--- src/rtl/wb_bridge_regslice_if.sv ---
// Wishbone B3 classic bus bundle used on both sides of wb_bridge_regslice.
// master drives the request and samples the termination; slave is the mirror.
interface wb_bridge_regslice_if #(
    parameter int unsigned ADDR_W = 32,
    parameter int unsigned DATA_W = 32
);
    localparam int unsigned SEL_W = DATA_W / 8;

    logic              cyc;
    logic              stb;
    logic              we;
    logic [ADDR_W-1:0] adr;
    logic [DATA_W-1:0] dat_w;
    logic [DATA_W-1:0] dat_r;
    logic [SEL_W-1:0]  sel;
    logic [2:0]        cti;
    logic [1:0]        bte;
    logic              ack;
    logic              err;
    logic              rty;

    modport master (
        output cyc, stb, we, adr, dat_w, sel, cti, bte,
        input  dat_r, ack, err, rty
    );

    modport slave (
        input  cyc, stb, we, adr, dat_w, sel, cti, bte,
        output dat_r, ack, err, rty
    );
endinterface

--- src/rtl/wb_bridge_regslice.sv ---
// Registered Wishbone B3 bridge with automatic retry absorption; every output is a flop.
// Define WB_BRIDGE_TIMEOUT_EN to add an ISSUE watchdog that answers ERR after TIMEOUT_CYCLES.
module wb_bridge_regslice #(
    parameter int unsigned ADDR_W         = 32,
    parameter int unsigned DATA_W         = 32,
    parameter int unsigned MAX_RETRY      = 3,
    parameter int unsigned RETRY_GAP      = 2,
    parameter int unsigned TIMEOUT_CYCLES = 256
) (
    input  logic                 clk,
    input  logic                 rst,
    wb_bridge_regslice_if.slave  s_bus,
    wb_bridge_regslice_if.master m_bus,
    output logic                 busy
);
    localparam int unsigned SEL_W = DATA_W / 8;

    if (MAX_RETRY > 15 || RETRY_GAP < 1 || RETRY_GAP > 255 || TIMEOUT_CYCLES < 1 ||
        DATA_W % 8 != 0) begin : g_param_check
        $error("wb_bridge_regslice: parameter out of range");
    end

    typedef enum logic [1:0] {StIdle, StIssue, StBackoff, StResp} state_e;

    state_e            state_q, state_d;
    logic [3:0]        retry_cnt_q, retry_cnt_d;
    logic [7:0]        gap_cnt_q, gap_cnt_d;
    logic              cyc_q, cyc_d, stb_q, stb_d, busy_q, busy_d;
    logic              ack_q, ack_d, err_q, err_d, rty_q, rty_d;
    logic              load_req, load_rdata;
    logic              timeout;

    logic [ADDR_W-1:0] adr_q;
    logic [DATA_W-1:0] wdat_q, rdat_q;
    logic [SEL_W-1:0]  sel_q;
    logic              we_q;
    logic [2:0]        cti_q;
    logic [1:0]        bte_q;

`ifdef WB_BRIDGE_TIMEOUT_EN
    localparam int unsigned ToW = $clog2(TIMEOUT_CYCLES + 1);

    logic [ToW-1:0] to_cnt_q, to_cnt_d;

    assign timeout  = (to_cnt_q == ToW'(TIMEOUT_CYCLES));
    // Restarts on every entry into ISSUE, so each re-issue gets a fresh budget.
    assign to_cnt_d = (state_q == StIssue && state_d == StIssue) ? to_cnt_q + 1'b1 : '0;

    always_ff @(posedge clk or posedge rst) begin
        if (rst) begin
            to_cnt_q <= '0;
        end else begin
            to_cnt_q <= to_cnt_d;
        end
    end
`else
    assign timeout = 1'b0;
`endif

    always_comb begin
        state_d     = state_q;
        retry_cnt_d = retry_cnt_q;
        gap_cnt_d   = gap_cnt_q;
        ack_d       = 1'b0;
        err_d       = 1'b0;
        rty_d       = 1'b0;
        load_req    = 1'b0;
        load_rdata  = 1'b0;

        unique case (state_q)
            StIdle: begin
                if (s_bus.cyc && s_bus.stb) begin
                    load_req    = 1'b1;
                    retry_cnt_d = '0;
                    state_d     = StIssue;
                end
            end
            StIssue: begin
                // Abort beats any termination arriving in the same cycle.
                if (!s_bus.cyc) begin
                    state_d = StIdle;
                end else if (m_bus.ack) begin
                    load_rdata = !we_q;
                    ack_d      = 1'b1;
                    state_d    = StResp;
                end else if (m_bus.err) begin
                    err_d   = 1'b1;
                    state_d = StResp;
                end else if (m_bus.rty) begin
                    if (retry_cnt_q == 4'(MAX_RETRY)) begin
                        rty_d   = 1'b1;
                        state_d = StResp;
                    end else begin
                        retry_cnt_d = retry_cnt_q + 4'd1;
                        gap_cnt_d   = '0;
                        state_d     = StBackoff;
                    end
                end else if (timeout) begin
                    err_d   = 1'b1;
                    state_d = StResp;
                end
            end
            StBackoff: begin
                if (!s_bus.cyc) begin
                    state_d = StIdle;
                end else if (gap_cnt_q == 8'(RETRY_GAP - 1)) begin
                    state_d = StIssue;
                end else begin
                    gap_cnt_d = gap_cnt_q + 8'd1;
                end
            end
            StResp: begin
                state_d = StIdle;
            end
            default: begin
                state_d = StIdle;
            end
        endcase

        cyc_d  = (state_d == StIssue) || (state_d == StBackoff);
        stb_d  = (state_d == StIssue);
        busy_d = (state_d != StIdle);
    end

    always_ff @(posedge clk or posedge rst) begin
        if (rst) begin
            state_q     <= StIdle;
            retry_cnt_q <= '0;
            gap_cnt_q   <= '0;
            cyc_q       <= 1'b0;
            stb_q       <= 1'b0;
            busy_q      <= 1'b0;
            ack_q       <= 1'b0;
            err_q       <= 1'b0;
            rty_q       <= 1'b0;
            adr_q       <= '0;
            wdat_q      <= '0;
            sel_q       <= '0;
            we_q        <= 1'b0;
            cti_q       <= '0;
            bte_q       <= '0;
            rdat_q      <= '0;
        end else begin
            state_q     <= state_d;
            retry_cnt_q <= retry_cnt_d;
            gap_cnt_q   <= gap_cnt_d;
            cyc_q       <= cyc_d;
            stb_q       <= stb_d;
            busy_q      <= busy_d;
            ack_q       <= ack_d;
            err_q       <= err_d;
            rty_q       <= rty_d;
            if (load_req) begin
                adr_q  <= s_bus.adr;
                wdat_q <= s_bus.dat_w;
                sel_q  <= s_bus.sel;
                we_q   <= s_bus.we;
                cti_q  <= s_bus.cti;
                bte_q  <= s_bus.bte;
            end
            if (load_rdata) begin
                rdat_q <= m_bus.dat_r;
            end
        end
    end

    assign m_bus.cyc   = cyc_q;
    assign m_bus.stb   = stb_q;
    assign m_bus.we    = we_q;
    assign m_bus.adr   = adr_q;
    assign m_bus.dat_w = wdat_q;
    assign m_bus.sel   = sel_q;
    assign m_bus.cti   = cti_q;
    assign m_bus.bte   = bte_q;

    assign s_bus.dat_r = rdat_q;
    assign s_bus.ack   = ack_q;
    assign s_bus.err   = err_q;
    assign s_bus.rty   = rty_q;

    assign busy = busy_q;
endmodule
--- src/flat_wrapper.sv ---
// flat-port wrapper written by rule: the top's interface ports become plain ports
module wb_bridge_regslice_flat 
#(
    parameter int unsigned ADDR_W         = 32,
    parameter int unsigned DATA_W         = 32,
    parameter int unsigned MAX_RETRY      = 3,
    parameter int unsigned RETRY_GAP      = 2,
    parameter int unsigned TIMEOUT_CYCLES = 256
)
  (clk, rst, busy, s_bus_cyc, s_bus_stb, s_bus_we, s_bus_adr, s_bus_dat_w, s_bus_sel, s_bus_cti, s_bus_bte, s_bus_dat_r, s_bus_ack, s_bus_err, s_bus_rty, m_bus_cyc, m_bus_stb, m_bus_we, m_bus_adr, m_bus_dat_w, m_bus_sel, m_bus_cti, m_bus_bte, m_bus_dat_r, m_bus_ack, m_bus_err, m_bus_rty);
  wb_bridge_regslice_if #(.ADDR_W(ADDR_W), .DATA_W(DATA_W)) s_bus_i ();
  wb_bridge_regslice_if #(.ADDR_W(ADDR_W), .DATA_W(DATA_W)) m_bus_i ();
  input  logic clk;
  input  logic rst;
  output logic busy;
  input wire logic [$bits(s_bus_i.cyc)-1:0] s_bus_cyc;
  input wire logic [$bits(s_bus_i.stb)-1:0] s_bus_stb;
  input wire logic [$bits(s_bus_i.we)-1:0] s_bus_we;
  input wire logic [$bits(s_bus_i.adr)-1:0] s_bus_adr;
  input wire logic [$bits(s_bus_i.dat_w)-1:0] s_bus_dat_w;
  input wire logic [$bits(s_bus_i.sel)-1:0] s_bus_sel;
  input wire logic [$bits(s_bus_i.cti)-1:0] s_bus_cti;
  input wire logic [$bits(s_bus_i.bte)-1:0] s_bus_bte;
  output wire logic [$bits(s_bus_i.dat_r)-1:0] s_bus_dat_r;
  output wire logic [$bits(s_bus_i.ack)-1:0] s_bus_ack;
  output wire logic [$bits(s_bus_i.err)-1:0] s_bus_err;
  output wire logic [$bits(s_bus_i.rty)-1:0] s_bus_rty;
  output wire logic [$bits(m_bus_i.cyc)-1:0] m_bus_cyc;
  output wire logic [$bits(m_bus_i.stb)-1:0] m_bus_stb;
  output wire logic [$bits(m_bus_i.we)-1:0] m_bus_we;
  output wire logic [$bits(m_bus_i.adr)-1:0] m_bus_adr;
  output wire logic [$bits(m_bus_i.dat_w)-1:0] m_bus_dat_w;
  output wire logic [$bits(m_bus_i.sel)-1:0] m_bus_sel;
  output wire logic [$bits(m_bus_i.cti)-1:0] m_bus_cti;
  output wire logic [$bits(m_bus_i.bte)-1:0] m_bus_bte;
  input wire logic [$bits(m_bus_i.dat_r)-1:0] m_bus_dat_r;
  input wire logic [$bits(m_bus_i.ack)-1:0] m_bus_ack;
  input wire logic [$bits(m_bus_i.err)-1:0] m_bus_err;
  input wire logic [$bits(m_bus_i.rty)-1:0] m_bus_rty;
  assign s_bus_i.cyc = s_bus_cyc;
  assign s_bus_i.stb = s_bus_stb;
  assign s_bus_i.we = s_bus_we;
  assign s_bus_i.adr = s_bus_adr;
  assign s_bus_i.dat_w = s_bus_dat_w;
  assign s_bus_i.sel = s_bus_sel;
  assign s_bus_i.cti = s_bus_cti;
  assign s_bus_i.bte = s_bus_bte;
  assign s_bus_dat_r = s_bus_i.dat_r;
  assign s_bus_ack = s_bus_i.ack;
  assign s_bus_err = s_bus_i.err;
  assign s_bus_rty = s_bus_i.rty;
  assign m_bus_cyc = m_bus_i.cyc;
  assign m_bus_stb = m_bus_i.stb;
  assign m_bus_we = m_bus_i.we;
  assign m_bus_adr = m_bus_i.adr;
  assign m_bus_dat_w = m_bus_i.dat_w;
  assign m_bus_sel = m_bus_i.sel;
  assign m_bus_cti = m_bus_i.cti;
  assign m_bus_bte = m_bus_i.bte;
  assign m_bus_i.dat_r = m_bus_dat_r;
  assign m_bus_i.ack = m_bus_ack;
  assign m_bus_i.err = m_bus_err;
  assign m_bus_i.rty = m_bus_rty;
  wb_bridge_regslice #(.ADDR_W(ADDR_W), .DATA_W(DATA_W), .MAX_RETRY(MAX_RETRY), .RETRY_GAP(RETRY_GAP), .TIMEOUT_CYCLES(TIMEOUT_CYCLES)) u_core (.clk(clk), .rst(rst), .s_bus(s_bus_i), .m_bus(m_bus_i), .busy(busy));
endmodule
--- config.mk ---
export PLATFORM = sky130hd
export DESIGN_NAME = wb_bridge_regslice_flat
export DESIGN_NICKNAME = d
export VERILOG_FILES = /design/src/rtl/wb_bridge_regslice_if.sv /design/src/rtl/wb_bridge_regslice.sv /design/src/flat_wrapper.sv
export SDC_FILE = /design/constraint.sdc
export NUM_CORES = 1
export LEC_CHECK = 0
export CAP_MARGIN = 0
export CORE_ASPECT_RATIO = 1.2
export CORE_MARGIN = 4
export CORE_UTILIZATION = 53
export DETAILED_ROUTE_END_ITERATION = 8
export DONT_BUFFER_PORTS = 1
export PLACE_DENSITY = 0.68
export SLEW_MARGIN = 20
export SYNTH_ARGS = -nofsm -noshare
export SYNTH_HDL_FRONTEND = slang
export SYNTH_SLANG_ARGS = --single-unit
--- constraint.sdc ---
create_clock -name clk -period 5.4 [get_ports clk]
set_input_delay 1.08 -clock clk [delete_from_list [all_inputs] [get_ports clk]]
set_output_delay 1.08 -clock clk [all_outputs]
set_load 0.01 [all_outputs]
---- Word-level counts from Yosys, hierarchy flattened ----
Cells that the tools add are included.
operators by class
  $add $sub $neg .......................... 2
  equality and inequality tests ........... 15
  multiplexer cells ....................... 42
  reductions and logical operators ........ 9
operators by type and width
  cell                                            number
  2-to-1 mux 8 bit                                7
  2-to-1 mux 4 bit                                6
  2-to-1 mux 1 bit                                19
  case mux 8 bit (2 select lines)                 1
  2-to-1 mux 2 bit                                7
  != test 2 bit (second input constant)           7
  adder 8 x 1 -> 8 bit (second input constant)    1
  == test 8 x 1 -> 1 bit (second input constant)  1
  case mux 2 bit (4 select lines)                 1
  case mux 4 bit (2 select lines)                 1
  AND reduction 8 bit                             1
  AND reduction 7 bit                             1
  == test 2 bit (second input constant)           3
  nonzero test 2 bit                              3
  adder 4 x 1 -> 4 bit (second input constant)    1
  == test 2 x 1 -> 1 bit (second input constant)  2
  == test 4 x 2 -> 1 bit (second input constant)  1
  logical NOT 2 bit                               1
  != test 2 x 1 -> 1 bit (second input constant)  1
  logical AND 1 bit                               1
  logical NOT 1 bit                               1
  logical OR 1 bit                                1
storage, ports and cells
  register bits after elaboration ......... 126
  input bits .............................. 113
  output and inout bits ................... 112
  word-level logic and storage cells ...... 84

---- Logic depth before layout (Yosys ltp) ----
Gate-level depths: netlist (run 1).
  depth in word-level cells ............... 9
  gate-level depth with buffers ........... 7
  mapped depth without buffers ............ 7

---- Worst setup path before layout (run 1) ----
No wires, ideal clock.
  path type ............................... input port to flip-flop
  start point ............................. in s_bus_stb
  end point ............................... reg u_core.cyc_q, in the netlist u_core.m_bus.cyc
  library setup time ...................... 0.113 ns
  arrival time ............................ 2.128 ns
  data required time ...................... 5.287 ns
  path slack .............................. 3.159 ns
  stages .................................. 7
  path buffers ............................ 3
  cells stage by stage .................... nand4bb_1 -> buf_2 -> buf_2 -> buf_1 -> nand2_1 -> ha_1 -> inv_1
between the ends
  word-level cells in the longest chain between the ends .. 5
  elaborated cells on any way between the ends .. 6
  classes of those cells .................. 2 x eq/ne; 2 x mux; 2 x reduce/logical
ends and longest elaborated chain
  element                                                         line                       RTL
  from (decl)                                                     flat_wrapper.sv:17         input wire logic [$bits(s_bus_i.stb)-1:0] s_bus_stb;
  logical AND 1 bit *                                             wb_bridge_regslice.sv:72   if (s_bus.cyc && s_bus.stb) begin
  2-to-1 mux 2 bit *                                              wb_bridge_regslice.sv:72
  case mux 2 bit (4 select lines) *                               wb_bridge_regslice.sv:70   unique case (state_q)
  == test 2 x 1 -> 1 bit / == test 2 bit (equally long branches)  wb_bridge_regslice.sv:120  cyc_d = (state_d == StIssue) || (state_d == StBackoff);
  logical OR 1 bit *                                              wb_bridge_regslice.sv:120
  via u_core.cyc_d                                                wb_bridge_regslice.sv:28   logic cyc_q, cyc_d, stb_q, stb_d, busy_q, busy_d;
  to (signal assigned)                                            wb_bridge_regslice.sv:147  cyc_q <= cyc_d;
  to (decl)                                                       wb_bridge_regslice.sv:28
Mark *: on every way through the listed nets, which the timed path passes. The rest lies on a longest branch.
A chain may end at the register's enable or synchronous reset.

---- Worst setup path in the final report (run 1) ----
  start point ............................. in s_bus_cyc
  end point ............................... reg u_core.rdat_q[23], in the netlist u_core.s_bus.dat_r[23]
between the ends
  word-level cells in the longest chain between the ends .. 2
ends and longest elaborated chain
  element               line                       RTL
  from (decl)           flat_wrapper.sv:16         input wire logic [$bits(s_bus_i.cyc)-1:0] s_bus_cyc;
  2-to-1 mux 1 bit      wb_bridge_regslice.sv:80   if (!s_bus.cyc) begin
  2-to-1 mux 1 bit      wb_bridge_regslice.sv:70
  to (signal assigned)  wb_bridge_regslice.sv:162  rdat_q <= m_bus.dat_r;
  to (decl)             wb_bridge_regslice.sv:34   logic [DATA_W-1:0] wdat_q, rdat_q;
Every way passes these cells.

==> flow_metrics.env, run 1 <==
export IMPL_status="finished, final reports clean"
export IMPL_vias_per_cell=5.23
export IMPL_cts_buffers=17
export IMPL_path_buf_inv=1
export IMPL_die_x_um=97.6
export IMPL_synth_cells=475
export IMPL_cts_tree="built"
export IMPL_cp_end_kind="flop"
export IMPL_synth_fp_nets=592
export IMPL_max_cap_viol_count=0
export IMPL_area_growth_pct=12.2
export IMPL_critPathMaxFanout=32
export IMPL_worstReg2RegStart="u_core.state_q[1]"
export IMPL_p_int_w=0.00224
export IMPL_grt_use_met2=0.345
export IMPL_layout_drive_gt1_share=0.158
export IMPL_grt_antenna_before_repair=0
export IMPL_syn_cell_area_mm2=0.00511
export IMPL_hold_start="u_core.retry_cnt_q[2]"
export IMPL_die_area_mm2=0.0113
export IMPL_clkSinkCount=126
export IMPL_grt_use_total=0.207
export IMPL_rr_worst_depth=5
export IMPL_grt_pass1_vias=3308
export IMPL_p_per_area_mw_per_mm2=579
export IMPL_rsz0062_at_grt="no"
export IMPL_use_met3=0.0999
export IMPL_post_route_drc_count=0
export IMPL_io_pins=225
export IMPL_critical_path_class="primary input to flop"
export IMPL_grt_busiest_layer="met2"
export IMPL_cts_setup_buffers=0
export IMPL_drv_slew=0
export IMPL_diodes=0
export IMPL_final_cell_mix="nand2_1, dfrtp_1, mux2_4"
export IMPL_root_buffer="clkbuf_16"
export IMPL_ys_ff_latch=126
export IMPL_core_mm2=0.00947
export IMPL_hold_end="u_core.retry_cnt_q[2]"
export IMPL_layout_commonest_cell="nand2_1"
export IMPL_postSynthAreaPerCell_um2=10.8
export IMPL_drtPass1Iterations=4
export IMPL_place_gp_congestion=0.860
export IMPL_combPwrFrac=0.147
export IMPL_slew_headroom=0.431
export IMPL_die_h_um=116
export IMPL_path_cells="and3b_1 -> and2_4 -> nor2b_4 -> buf_4 -> mux2_2"
export IMPL_dp_hpwl_um=8230
export IMPL_fmax_mhz=463
export IMPL_fin_tns_setup_ps=0
export IMPL_routed_via_count=3189
export IMPL_min_path_cells=1
export IMPL_cts_max_path_buffers=2
export IMPL_swShare=0.325
export IMPL_holdBufCountCts=0
export IMPL_cpPeakStageDelay_ps=470
export IMPL_rows=39
export IMPL_wire_per_inst_um=18.8
export IMPL_synth_seq_area_share=0.617
export IMPL_min_period_ps=2160
export IMPL_htree_levels=4
export IMPL_period_share=0.400
export IMPL_clock_skew_final_ps=9.05
export IMPL_setup_viol=0
export IMPL_cts_clk_slew_worst_paths_ps=50
export IMPL_ir_drop_uv=248
export IMPL_switching_power_w=0.00108
export IMPL_yosysWarnings=0
export IMPL_place_area_mm2=0.00515
export IMPL_finalWorstSetupSlack_ps=3240
export IMPL_num_nets_final=592
export IMPL_gr_usage_met1=0.230
export IMPL_drtAntennaViolNets=0
export IMPL_cp_slowest_cell="buf_4"
export IMPL_crit_family="simple AND/OR/NAND/NOR gates"
export IMPL_drt_iter0_drc=111
export IMPL_place_ws_ps=2820
export IMPL_worstPathRequired_ps=5690
export IMPL_finalInstanceArea_mm2=0.00573
export IMPL_hp_class="flop to flop"
export IMPL_start_kind="primary input"
export IMPL_rr_endpoint="u_core.s_bus.dat_r[23]"
export IMPL_clk_latency_ps=410
export IMPL_routed_wl_um=11400
export IMPL_grt_ovfl_total=0
export IMPL_grt_max_degree=77
export IMPL_power_frac_clock=0.331
export IMPL_dp_cells=579
export IMPL_cp_arrival_ps=2440
export IMPL_start_util=0.540
export IMPL_hold_viol=0
export IMPL_portBuffers=0
export IMPL_r2r_setup_slack_ps=3400
export IMPL_final_cells=610
export IMPL_ys_types=37
export IMPL_sequentialPowerShare=0.522
export IMPL_worst_pin_slew_ps=853
export IMPL_grt_pass1_wl_um=18000
export IMPL_ctsResizeCount=0
export IMPL_p_leak_nw=2.95
## synthesized netlist by cell type
library cell | count | area [µm²]
a21boi_0 | 1 | 7.51
a21oi_1 | 2 | 10.0
a31oi_1 | 1 | 6.26
and2_1 | 2 | 12.5
and2_4 | 1 | 8.76
and3_1 | 3 | 18.8
and3b_1 | 1 | 8.76
and3b_2 | 1 | 10.0
and4b_2 | 1 | 11.3
and4bb_4 | 1 | 16.3
buf_1 | 1 | 3.75
buf_12 | 3 | 60.1
buf_2 | 7 | 35.0
buf_6 | 2 | 22.5
clkbuf_1 | 9 | 33.8
dfrtp_1 | 126 | 3150
ha_1 | 4 | 50.1
inv_1 | 4 | 15.0
mux2_2 | 4 | 45.0
mux2_4 | 30 | 450
mux2i_1 | 3 | 30.0
nand2_1 | 231 | 867
nand3_1 | 6 | 30.0
nand3b_1 | 1 | 7.51
nand4_1 | 2 | 12.5
nand4bb_1 | 1 | 11.3
nor2_1 | 9 | 33.8
nor2b_4 | 1 | 13.8
nor3_1 | 2 | 10.0
nor3b_1 | 3 | 22.5
nor4b_1 | 1 | 8.76
o21ai_0 | 3 | 15.0
or2b_1 | 1 | 7.51
or3_1 | 1 | 6.26
or3_2 | 1 | 7.51
or3b_4 | 1 | 11.3
xor2_1 | 4 | 35.0
## worst reg2reg max path, delay by kind of cell, from the launching register on
family | cells | cell delay, ps
buf+inv | 1 | 470
mux | 1 | 410
simple gates | 3 | 570
flops | 1 | 430
## worst max-delay path by stage
stage | from | to | cells past startpoint
floorplan | rst | u_core.busy | 1
global placement | s_bus_cyc | u_core.s_bus.dat_r[22] | 5
detailed placement | s_bus_cyc | u_core.s_bus.dat_r[22] | 5
CTS | s_bus_cyc | u_core.s_bus.dat_r[22] | 5
global route | rst | u_core.m_bus.adr[20] | 2
finish | s_bus_cyc | u_core.s_bus.dat_r[23] | 5
## cell type report
type | count | area, µm²
clock inverter | 13 | 143
inverter | 4 | 17.5
fill | 777 | 3740
clock buffer | 18 | 439
tap | 123 | 154
timing repair buffer | 3 | 22.5
multi-input combinational | 323 | 1800
sequential | 126 | 3150
## per-stage QoR
step	power (W)	hold slack, ps	util
2_1_floorplan	0.00207	468	-
3_3_place_gp	0.00220	489	0.544
4_1_cts	0.00337	512	0.605
3_5_place_dp	0.00225	505	0.544
6_report	0.00332	508	0.605
5_1_grt	0.00351	544	0.605
## cells by family after synthesis
kind of cell / after synthesis / synth area share
flops: 126 / 0.617
simple gates: 271 / 0.222
mux: 37 / 0.103
buf+inv: 26 / 0.0333
compound gates: 7 / 0.00759
fa+ha+maj: 4 / 0.00980
xor+xnor: 4 / 0.00686
## per-layer routing
layer	up-vias	share of wire
met1	1497	0.37
met2	175	0.50
li1	1497	-
met3	20	0.11
met4	0	0.019
met5	-	0
## flip-flops by register name, summed over array words and instances, names as in the netlist
name / cells
u_core.retry_cnt_q: 4
u_core.m_bus.adr: 32
u_core.state_q: 2
u_core.s_bus.dat_r: 32
u_core.m_bus.stb: 1
u_core.m_bus.cti: 3
u_core.gap_cnt_q: 8
u_core.s_bus.ack: 1
u_core.m_bus.dat_w: 32
u_core.m_bus.sel: 4
u_core.busy: 1
u_core.s_bus.rty: 1
u_core.m_bus.cyc: 1
u_core.m_bus.we: 1
u_core.m_bus.bte: 2
u_core.s_bus.err: 1
## power groups by stage
stage               combinational, W  sequential, W  clock, W
floorplan                   0.000434        0.00164         0
global placement            0.000461        0.00174         0
detailed placement          0.000499        0.00175         0
CTS                         0.000500        0.00174   0.00112
global route                0.000563        0.00178   0.00117
finish                      0.000488        0.00173   0.00110
No activity file was read; power rests on OpenSTA's default activity.
==> run 2: changes to the inputs <==
Clock period 5.4 ns to 2.21 ns, I/O delays scaled along.
==> run 2 against run 1 <==
Compared with the run above: combinational power rose to 2.5 times the previous value; first-iteration DRC count fell by 5.4%; non-clock buffer count rose by 3; clock power rose to 2.8 times the previous value; sequential cell count did not move; count of clock-buffer cells in the layout rose by 1; sequential share of layout area fell by 1.7 points; worst setup slack got worse by 2900 ps; global-route usage fell by 1.0 points; critical endpoint is now u_core.gap_cnt_q[0].
==> flow_metrics.env, run 2 (same netlist as run 1, synthesis figures left out) <==
export IMPL_cpPeakStageDelay_ps=400
export IMPL_critical_path_class="flop to flop"
export IMPL_cts_tree="built"
export IMPL_max_cap_viol_count=0
export IMPL_grt_pass1_vias=3340
export IMPL_timing_hold_ws_ps=32.0
export IMPL_grt_ovfl_total=0
export IMPL_rows=39
export IMPL_clkSinkCount=126
export IMPL_htree_levels=4
export IMPL_worst_pin_slew_ps=735
export IMPL_root_buffer="clkbuf_16"
export IMPL_portBuffers=0
export IMPL_worstPathRequired_ps=2490
export IMPL_grt_pass1_wl_um=17500
export IMPL_layout_drive_gt1_share=0.165
export IMPL_slew_headroom=0.509
export IMPL_vias_per_cell=5.23
export IMPL_fmax_mhz=526
export IMPL_num_nets_final=595
export IMPL_die_area_mm2=0.0113
export IMPL_dp_hpwl_um=7930
export IMPL_holdBufCountCts=0
export IMPL_cts_max_path_buffers=2
export IMPL_drv_slew=0
export IMPL_setup_viol=0
export IMPL_place_gp_congestion=0.869
export IMPL_drtPass1Iterations=5
export IMPL_fin_tns_setup_ps=0
export IMPL_cp_slowest_cell="dfrtp_1"
export IMPL_grt_max_degree=46
export IMPL_routed_wl_um=11000
export IMPL_cts_clk_slew_worst_paths_ps=60
export IMPL_clk_latency_ps=400
export IMPL_io_pins=225
export IMPL_ir_drop_uv=570
export IMPL_drtAntennaViolNets=0
export IMPL_cp_arrival_ps=2180
export IMPL_path_cells="ha_1 -> or3b_4 -> and3_1 -> nor2_1 -> mux2_2"
export IMPL_p_leak_nw=3.03
export IMPL_core_mm2=0.00947
export IMPL_min_period_ps=1900
export IMPL_clock_skew_final_ps=9.31
export IMPL_cts_buffers=17
export IMPL_wire_per_inst_um=18.0
export IMPL_cp_end_kind="flop"
export IMPL_grt_antenna_before_repair=0
export IMPL_die_x_um=97.6
export IMPL_cts_setup_buffers=0
export IMPL_start_util=0.540
export IMPL_grt_use_total=0.196
export IMPL_post_route_drc_count=0
export IMPL_rsz0062_at_grt="no"
export IMPL_die_h_um=116
export IMPL_hp_class="primary input to asynchronous set/reset pin"
export IMPL_diodes=0
export IMPL_start_kind="flop"
export IMPL_hold_viol=0
export IMPL_p_per_area_mw_per_mm2=1440
export IMPL_routed_via_count=3212
export IMPL_drt_iter0_drc=105
export IMPL_critPathMaxFanout=8
export IMPL_period_share=0.860
export IMPL_layout_commonest_cell="nand2_1"
export IMPL_final_cell_mix="nand2_1, dfrtp_1, mux2_4"
export IMPL_status="finished, final reports clean"
export IMPL_ctsResizeCount=0
export IMPL_area_growth_pct=15.7
## run 2: area by class of cell
class                      instances  area (µm²)
fill                             744        3550
multi-input combinational        323        1800
sequential                       126        3150
inverter                           4        18.8
clock buffer                      19         453
clock inverter                    13         213
tap                              123         154
timing repair buffer               6         120
## run 2: power breakdown
group	total [W]	switching (W)	internal (W)
sequential	0.00421	0.00106	0.00315
combinational	0.00124	0.000565	0.000672
clock	0.00305	0.000988	0.00207
total	0.00850	0.00261	0.00588
## run 2: worst paths after layout
check	to	slack, ps	cells past startpoint	start
min in group clk	u_core.s_bus.err	120	1	m_bus_ack
max in group asynchronous	u_core.m_bus.dat_w[26]	1540	2	rst
max	u_core.gap_cnt_q[0]	310	5	u_core.retry_cnt_q[0]
min reg2reg	u_core.retry_cnt_q[2]	510	1	u_core.retry_cnt_q[2]
min	u_core.m_bus.adr[25]	30	1	rst
max reg2reg	u_core.gap_cnt_q[0]	310	5	u_core.retry_cnt_q[0]
## run 2: through the flow
stage / cells / utilization / total power (W) / cell area (µm²) / setup slack, ps
after CTS: 614 / 0.625 / 0.00860 / 5910 / 311
after global placement: 582 / 0.554 / 0.00541 / 5250 / 373
after floorplan: 475 / - / 0.00506 / 5110 / 215
final: 614 / 0.625 / 0.00850 / 5910 / 308
after detailed placement: 582 / 0.554 / 0.00549 / 5250 / 321
after global routing: 614 / 0.625 / 0.00896 / 5910 / 225
## run 2: worst max-delay path, delay by kind of cell, from the launching register on
family                     cells  cell delay, ps
and+or+nand+nor                3             870
DFF                            1             400
muxes                          1             350
adders and majority gates      1             170
## run 2: per-layer routing
metal	track usage	part of all wire	up-vias
met5	0	0	-
met4	0.0849	0.016	0
met3	0.0807	0.095	17
met2	0.317	0.49	169
met1	0.235	0.40	1514
li1	-	-	1512
==> run 3: changes to the inputs <==
Settings changed: ABC_CLOCK_PERIOD_IN_PS from default to 2210.
==> results of run 3 <==
The final DEF is identical to that of run 2; final timing and power are the same.
